$ cat src/rtl/hilo_acc_unit.sv
// HI/LO special-register pair with per-half direct writes, read bypass and a
// multiply-accumulate path that is either single-cycle or split into a low/high carry chain.
module hilo_acc_unit #(
    parameter int unsigned DATA_W    = 32,
    parameter bit          ACC_SPLIT = 1'b1
) (
    input  logic                  clk,
    input  logic                  rst,
    input  logic [1:0]            wr_en_i,
    input  logic [DATA_W-1:0]     hi_i,
    input  logic [DATA_W-1:0]     lo_i,
    input  logic                  acc_valid_i,
    input  logic                  acc_sub_i,
    input  logic [2*DATA_W-1:0]   acc_op_i,
    output logic                  acc_ready_o,
    input  logic                  flush_i,
    output logic [DATA_W-1:0]     hi_o,
    output logic [DATA_W-1:0]     lo_o,
    output logic                  busy_o
);

    typedef enum logic {IDLE = 1'b0, HIGH = 1'b1} state_t;

    state_t                state_r;
    logic [DATA_W-1:0]     hi_r;
    logic [DATA_W-1:0]     lo_r;
    logic [DATA_W-1:0]     shadow_r;
    logic [DATA_W-1:0]     op_hi_r;
    logic                  carry_r;
    logic                  sub_r;

    logic                  accept_s;
    logic [DATA_W:0]       lo_step_s;
    logic [DATA_W-1:0]     hi_step_s;
    logic [2*DATA_W-1:0]   full_step_s;

    // Low half: bit DATA_W is the carry-out for add, or the borrow (a < b) for subtract.
    function automatic logic [DATA_W:0] low_half(input logic [DATA_W-1:0] a,
                                                 input logic [DATA_W-1:0] b,
                                                 input logic              sub);
        if (sub) begin
            return {1'b0, a} - {1'b0, b};
        end else begin
            return {1'b0, a} + {1'b0, b};
        end
    endfunction

    function automatic logic [DATA_W-1:0] high_half(input logic [DATA_W-1:0] a,
                                                    input logic [DATA_W-1:0] b,
                                                    input logic              cin,
                                                    input logic              sub);
        if (sub) begin
            return a - b - {{(DATA_W-1){1'b0}}, cin};
        end else begin
            return a + b + {{(DATA_W-1){1'b0}}, cin};
        end
    endfunction

    // Handshake, status and read bypass; everything reads as zero while in reset.
    always_comb begin
        acc_ready_o = 1'b0;
        busy_o      = 1'b0;
        hi_o        = {DATA_W{1'b0}};
        lo_o        = {DATA_W{1'b0}};
        if (rst) begin
            acc_ready_o = 1'b0;
        end else begin
            acc_ready_o = (state_r == IDLE) && (wr_en_i == 2'b00) && !flush_i;
            busy_o      = (state_r == HIGH);
            hi_o        = (wr_en_i[1] && !flush_i) ? hi_i : hi_r;
            lo_o        = (wr_en_i[0] && !flush_i) ? lo_i : lo_r;
        end
    end

    // Arithmetic for both accumulate flavours.
    always_comb begin
        accept_s    = acc_valid_i && acc_ready_o;
        lo_step_s   = low_half(lo_r, acc_op_i[DATA_W-1:0], acc_sub_i);
        hi_step_s   = high_half(hi_r, op_hi_r, carry_r, sub_r);
        if (acc_sub_i) begin
            full_step_s = {hi_r, lo_r} - acc_op_i;
        end else begin
            full_step_s = {hi_r, lo_r} + acc_op_i;
        end
    end

    // Register state; a flush in HIGH restores LO from the shadow copy taken at accept.
    always_ff @(posedge clk) begin
        if (rst) begin
            state_r  <= IDLE;
            hi_r     <= {DATA_W{1'b0}};
            lo_r     <= {DATA_W{1'b0}};
            shadow_r <= {DATA_W{1'b0}};
            op_hi_r  <= {DATA_W{1'b0}};
            carry_r  <= 1'b0;
            sub_r    <= 1'b0;
        end else begin
            case (state_r)
                IDLE: begin
                    if (!flush_i) begin
                        if (wr_en_i[1]) hi_r <= hi_i;
                        if (wr_en_i[0]) lo_r <= lo_i;
                        if (accept_s) begin
                            if (ACC_SPLIT) begin
                                shadow_r <= lo_r;
                                lo_r     <= lo_step_s[DATA_W-1:0];
                                carry_r  <= lo_step_s[DATA_W];
                                op_hi_r  <= acc_op_i[2*DATA_W-1:DATA_W];
                                sub_r    <= acc_sub_i;
                                state_r  <= HIGH;
                            end else begin
                                {hi_r, lo_r} <= full_step_s;
                            end
                        end
                    end
                end
                HIGH: begin
                    state_r <= IDLE;
                    if (flush_i) begin
                        lo_r <= shadow_r;
                    end else begin
                        // A direct HI write supersedes the pending high-half update.
                        hi_r <= wr_en_i[1] ? hi_i : hi_step_s;
                        if (wr_en_i[0]) lo_r <= lo_i;
                    end
                end
                default: begin
                    state_r <= IDLE;
                end
            endcase
        end
    end

endmodule

$ cat config.mk
export PLATFORM = sky130hd
export DESIGN_NAME = hilo_acc_unit
export DESIGN_NICKNAME = d
export VERILOG_FILES = /design/src/rtl/hilo_acc_unit.sv
export SDC_FILE = /design/constraint.sdc
export NUM_CORES = 1
export LEC_CHECK = 0
export CAP_MARGIN = 40
export CELL_PAD_IN_SITES_DETAIL_PLACEMENT = 1
export CELL_PAD_IN_SITES_GLOBAL_PLACEMENT = 1
export CORE_ASPECT_RATIO = 1.25
export CORE_UTILIZATION = 43
export CTS_BUF_LIST = sky130_fd_sc_hd__clkbuf_16
export DETAILED_ROUTE_END_ITERATION = 8
export PLACE_DENSITY = 0.95
export RECOVER_POWER = 100
export SYNTH_ARGS = -nofsm -noshare
export SYNTH_HDL_FRONTEND = slang
export SYNTH_SLANG_ARGS = --single-unit
$ cat constraint.sdc
create_clock -name clk -period 8.7 [get_ports clk]
set_input_delay 2.175 -clock clk [delete_from_list [all_inputs] [get_ports clk]]
set_output_delay 2.175 -clock clk [all_outputs]
set_load 0.01 [all_outputs]
==> results by group <==
Synth
  • Asr flop ratio synth: 0%
  • Avg Cell Area, Syn: 7.01 um2
  • Yosys warns: 0
  • Register area share after synthesis: 20.2%
  • Post-Syn Nets: 2112
  • Synth Instances: 1849
  • Top_reg_cell synth: dfxtp_1
  • Synth Cell Area: 13000 um2
  • EDFF count, synth: 0
  • Synthesized flop and latch total: 131
  • Count of cell types in the netlist: 76

Critical path
  • CP bufs+invs: 4
  • Worst EP arrival: 5.42 ns
  • Crit Reg-Reg Startpoint: state_r
  • Startpoint Class: input port
  • Worst Setup End Kind: output pin
  • Worst Setup Path Type: input port to output pin
  • CP startpoint: flush_i
  • Reg-to-reg endpoint: lo_r[3]
  • Reg2Reg Depth: 9
  • Crit-path max cell delay: 0.69 ns
  • Worst setup endpoint: hi_o[30]
  • Crit-path max FO: 19
  • Worst path top cell family by delay: buffers and inverters
  • Crit path required time: 6.53 ns
  • R2r setup slk: 3.90 ns
  • Critical-path top delay cell: nand2_1
  • CP Depth: 7
  • Crit-path cells: clkbuf_1 -> inv_1 -> nand2_1 -> clkbuf_1 -> nand2_1 -> a21oi_1 -> dlygate4sd3_1

CTS
  • Inserted Clock Buffers: 17
  • Clock sink count: 131
  • CTS root buf: clkbuf_16
  • CTS tree: yes
  • Post-CTS Setup Inserts: 0
  • Cts repair resizes: 0
  • Clk Latency, worst-skew pair: 0.45 ns
  • Cts hold-fix bufs: 0
  • Clk buf depth: 2
  • H-tree depth: 4
  • Clock transition at path regs: 0.06 ns

Min path
  • Worst min-delay path category: flip-flop to flip-flop

Drt
  • Routed wire length per instance: 20.5 um
  • Drt drc: 0
  • First DRT Iteration DRCs: 731
  • Antenna-violating nets left: 0
  • DR vias: 14400
  • 1st-pass router iterations: 5
  • Vias/cell: 6.00
  • Final WL: 49300 um

Timing
  • Max_slew headroom: -87.4%
  • Hold Slack: 0.453 ns
  • Final period util: 87.3%
  • RSZ-0062 raised after global routing: false
  • Worst Tran Pin Value: 2.81 ns
  • Fin. Hold Viols: 0
  • Max Freq: 132 MHz
  • Setup Total Neg Slack: 0 ns
  • Worst Skew: 0.0120 ns
  • Slew Limit Fails: 244
  • Final setup fails: 0
  • Final min period: 7.60 ns

Power and ir drop
  • Peak supply drop: 0.000104 V
  • Pleak: 6.51 nW
  • Tot Pwr: 2.11 mW
  • Power Density: 134 nW/um2

GRT
  • Number of global-route vias before repair: 15600
  • Tot GR Track Use: 32.1%
  • Gr busiest metal: met2
  • First-pass GRT wire length: 78800 um
  • GR Overflow Total: 0
  • Routing usage on met2: 58.4%
  • M3 GR Usage: 4.95%
  • Largest net degree at the start of global routing: 92
  • Met1 usage: 34.7%
  • Initial antenna violation count: 0

Placed design
  • Buffers on Ports: 200
  • DP HPWL: 36000 um
  • GPL Wtd Cong: 0.924
  • Post-placement cell area: 15300 um2

Cells and area
  • Share of layout cells above drive strength 1: 4.14%
  • Design Area, Final: 15800 um2
  • Post-layout util: 53.6%
  • Layout area overhead: 21.6%
  • Layout net count: 2256
  • Antenna Cells: 0

Floorplan
  • Die area: 30800 um2
  • # IOs: 201
  • Core area: 29400 um2
  • Starting Density: 44.0%
  • Cell row count: 70
  • Chip Width: 157 um
  • Die height: 196 um

Flow run
  • Max-Cap Viols: 5

Outcome
  • Failing checks: capacitance limit, slew limit
  • Outcome: finished with violations
-- cells in the mapped netlist, types with 9 or more instances --
library cell,number,area share [%]
nand2b_1,17,0.82
xor2_1,25,1.7
o21ai_0,85,3.3
nand2_1,355,10
nor2_1,126,3.6
clkbuf_1,89,2.6
mux2i_1,34,2.6
dfxtp_1,131,20
o21a_1,13,0.75
or3_1,10,0.48
mux2_2,11,0.96
xnor2_1,87,5.9
nor2b_1,22,1.1
buf_1,9,0.26
nand3_1,20,0.77
nor3_1,27,1.0
o21bai_1,22,1.3
ha_1,123,12
a21o_1,47,2.7
a221oi_1,19,1.3
a21oi_1,253,9.8
a31oi_1,13,0.63
o211ai_1,10,0.58
inv_1,124,3.6
o31ai_1,12,0.70
o221ai_1,16,1.1
a211oi_1,28,1.6
-- registers in the layout (all words and copies together), names as in the netlist --
signal,cells
sub_r,1
lo_r,32
shadow_r,32
op_hi_r,32
hi_r,32
carry_r,1
state_r,1
-- worst min path at each step --
stage | startpoint | end | cells past startpoint
after floorplan | shadow_r[11] | shadow_r[11] | 2
final | shadow_r[24] | shadow_r[24] | 2
after global placement | shadow_r[1] | shadow_r[1] | 2
after CTS | shadow_r[24] | shadow_r[24] | 2
after global routing | shadow_r[4] | shadow_r[4] | 2
after detailed placement | shadow_r[24] | shadow_r[24] | 2
-- kinds of logic after synthesis --
| group | share of synthesized area (%) |
|---|---|
| buffers and inverters | 6.49 |
| AND/OR/NAND/NOR | 21.1 |
| adder cells (fa/ha/maj) | 12.6 |
| multiplexers | 3.58 |
| flip-flops | 20.2 |
| AO/OA/AOI/OAI | 28.4 |
| XOR/XNOR | 7.57 |
-- power breakdown --
part / total, mW / internal, mW / switching (mW)
combinational: 0.768 / 0.334 / 0.435
sequential: 0.661 / 0.625 / 0.0359
clock: 0.684 / 0.365 / 0.319
total: 2.11 / 1.32 / 0.790
-- per-stage QoR --
stage | instances | setup slack [ns]
2_1_floorplan | 1849 | 2.87
3_3_place_gp | 2367 | 1.94
3_5_place_dp | 2370 | 1.85
4_1_cts | 2402 | 1.91
5_1_grt | 2402 | 0.884
6_report | 2402 | 1.10
-- cells in the final DEF (no fill, tap or decap), types with 19 or more instances in the layout --
master,count
nor2_1,125
a221oi_1,19
clkdlybuf4s50_1,138
a21oi_1,253
o21bai_1,22
mux2i_1,34
xnor2_1,87
o21ai_0,86
inv_1,125
dlygate4sd3_1,59
nand3_1,20
dfxtp_1,131
xor2_1,25
nand2_1,354
nor2b_1,21
ha_1,123
nor3_1,27
a211oi_1,28
a21o_1,47
-- cell type report --
class,instances,area [um2]
Fill cell,3824,13700
Multi-Input combinational cell,1494,9500
Sequential cell,131,2620
Timing Repair Buffer,223,2130
Tap cell,396,495
Inverter,126,474
Clock buffer,17,425
Clock inverter,15,111
-- metal layers --
layer | up-vias | wire length (um) | part of all wire, %
li1 | 6726 | - | -
met1 | 6990 | 18900 | 38
met2 | 525 | 25200 | 51
met3 | 172 | 2600 | 5.3
met4 | 0 | 2560 | 5.2
met5 | - | 0 | 0
-- tightest hold or removal path, delay by kind of cell (launching register included) --
family	cells	cell delay [ns]
simple gates	1	0.05
flops	1	0.31
compound gates	1	0.05
(Power assumes the default switching activity.)
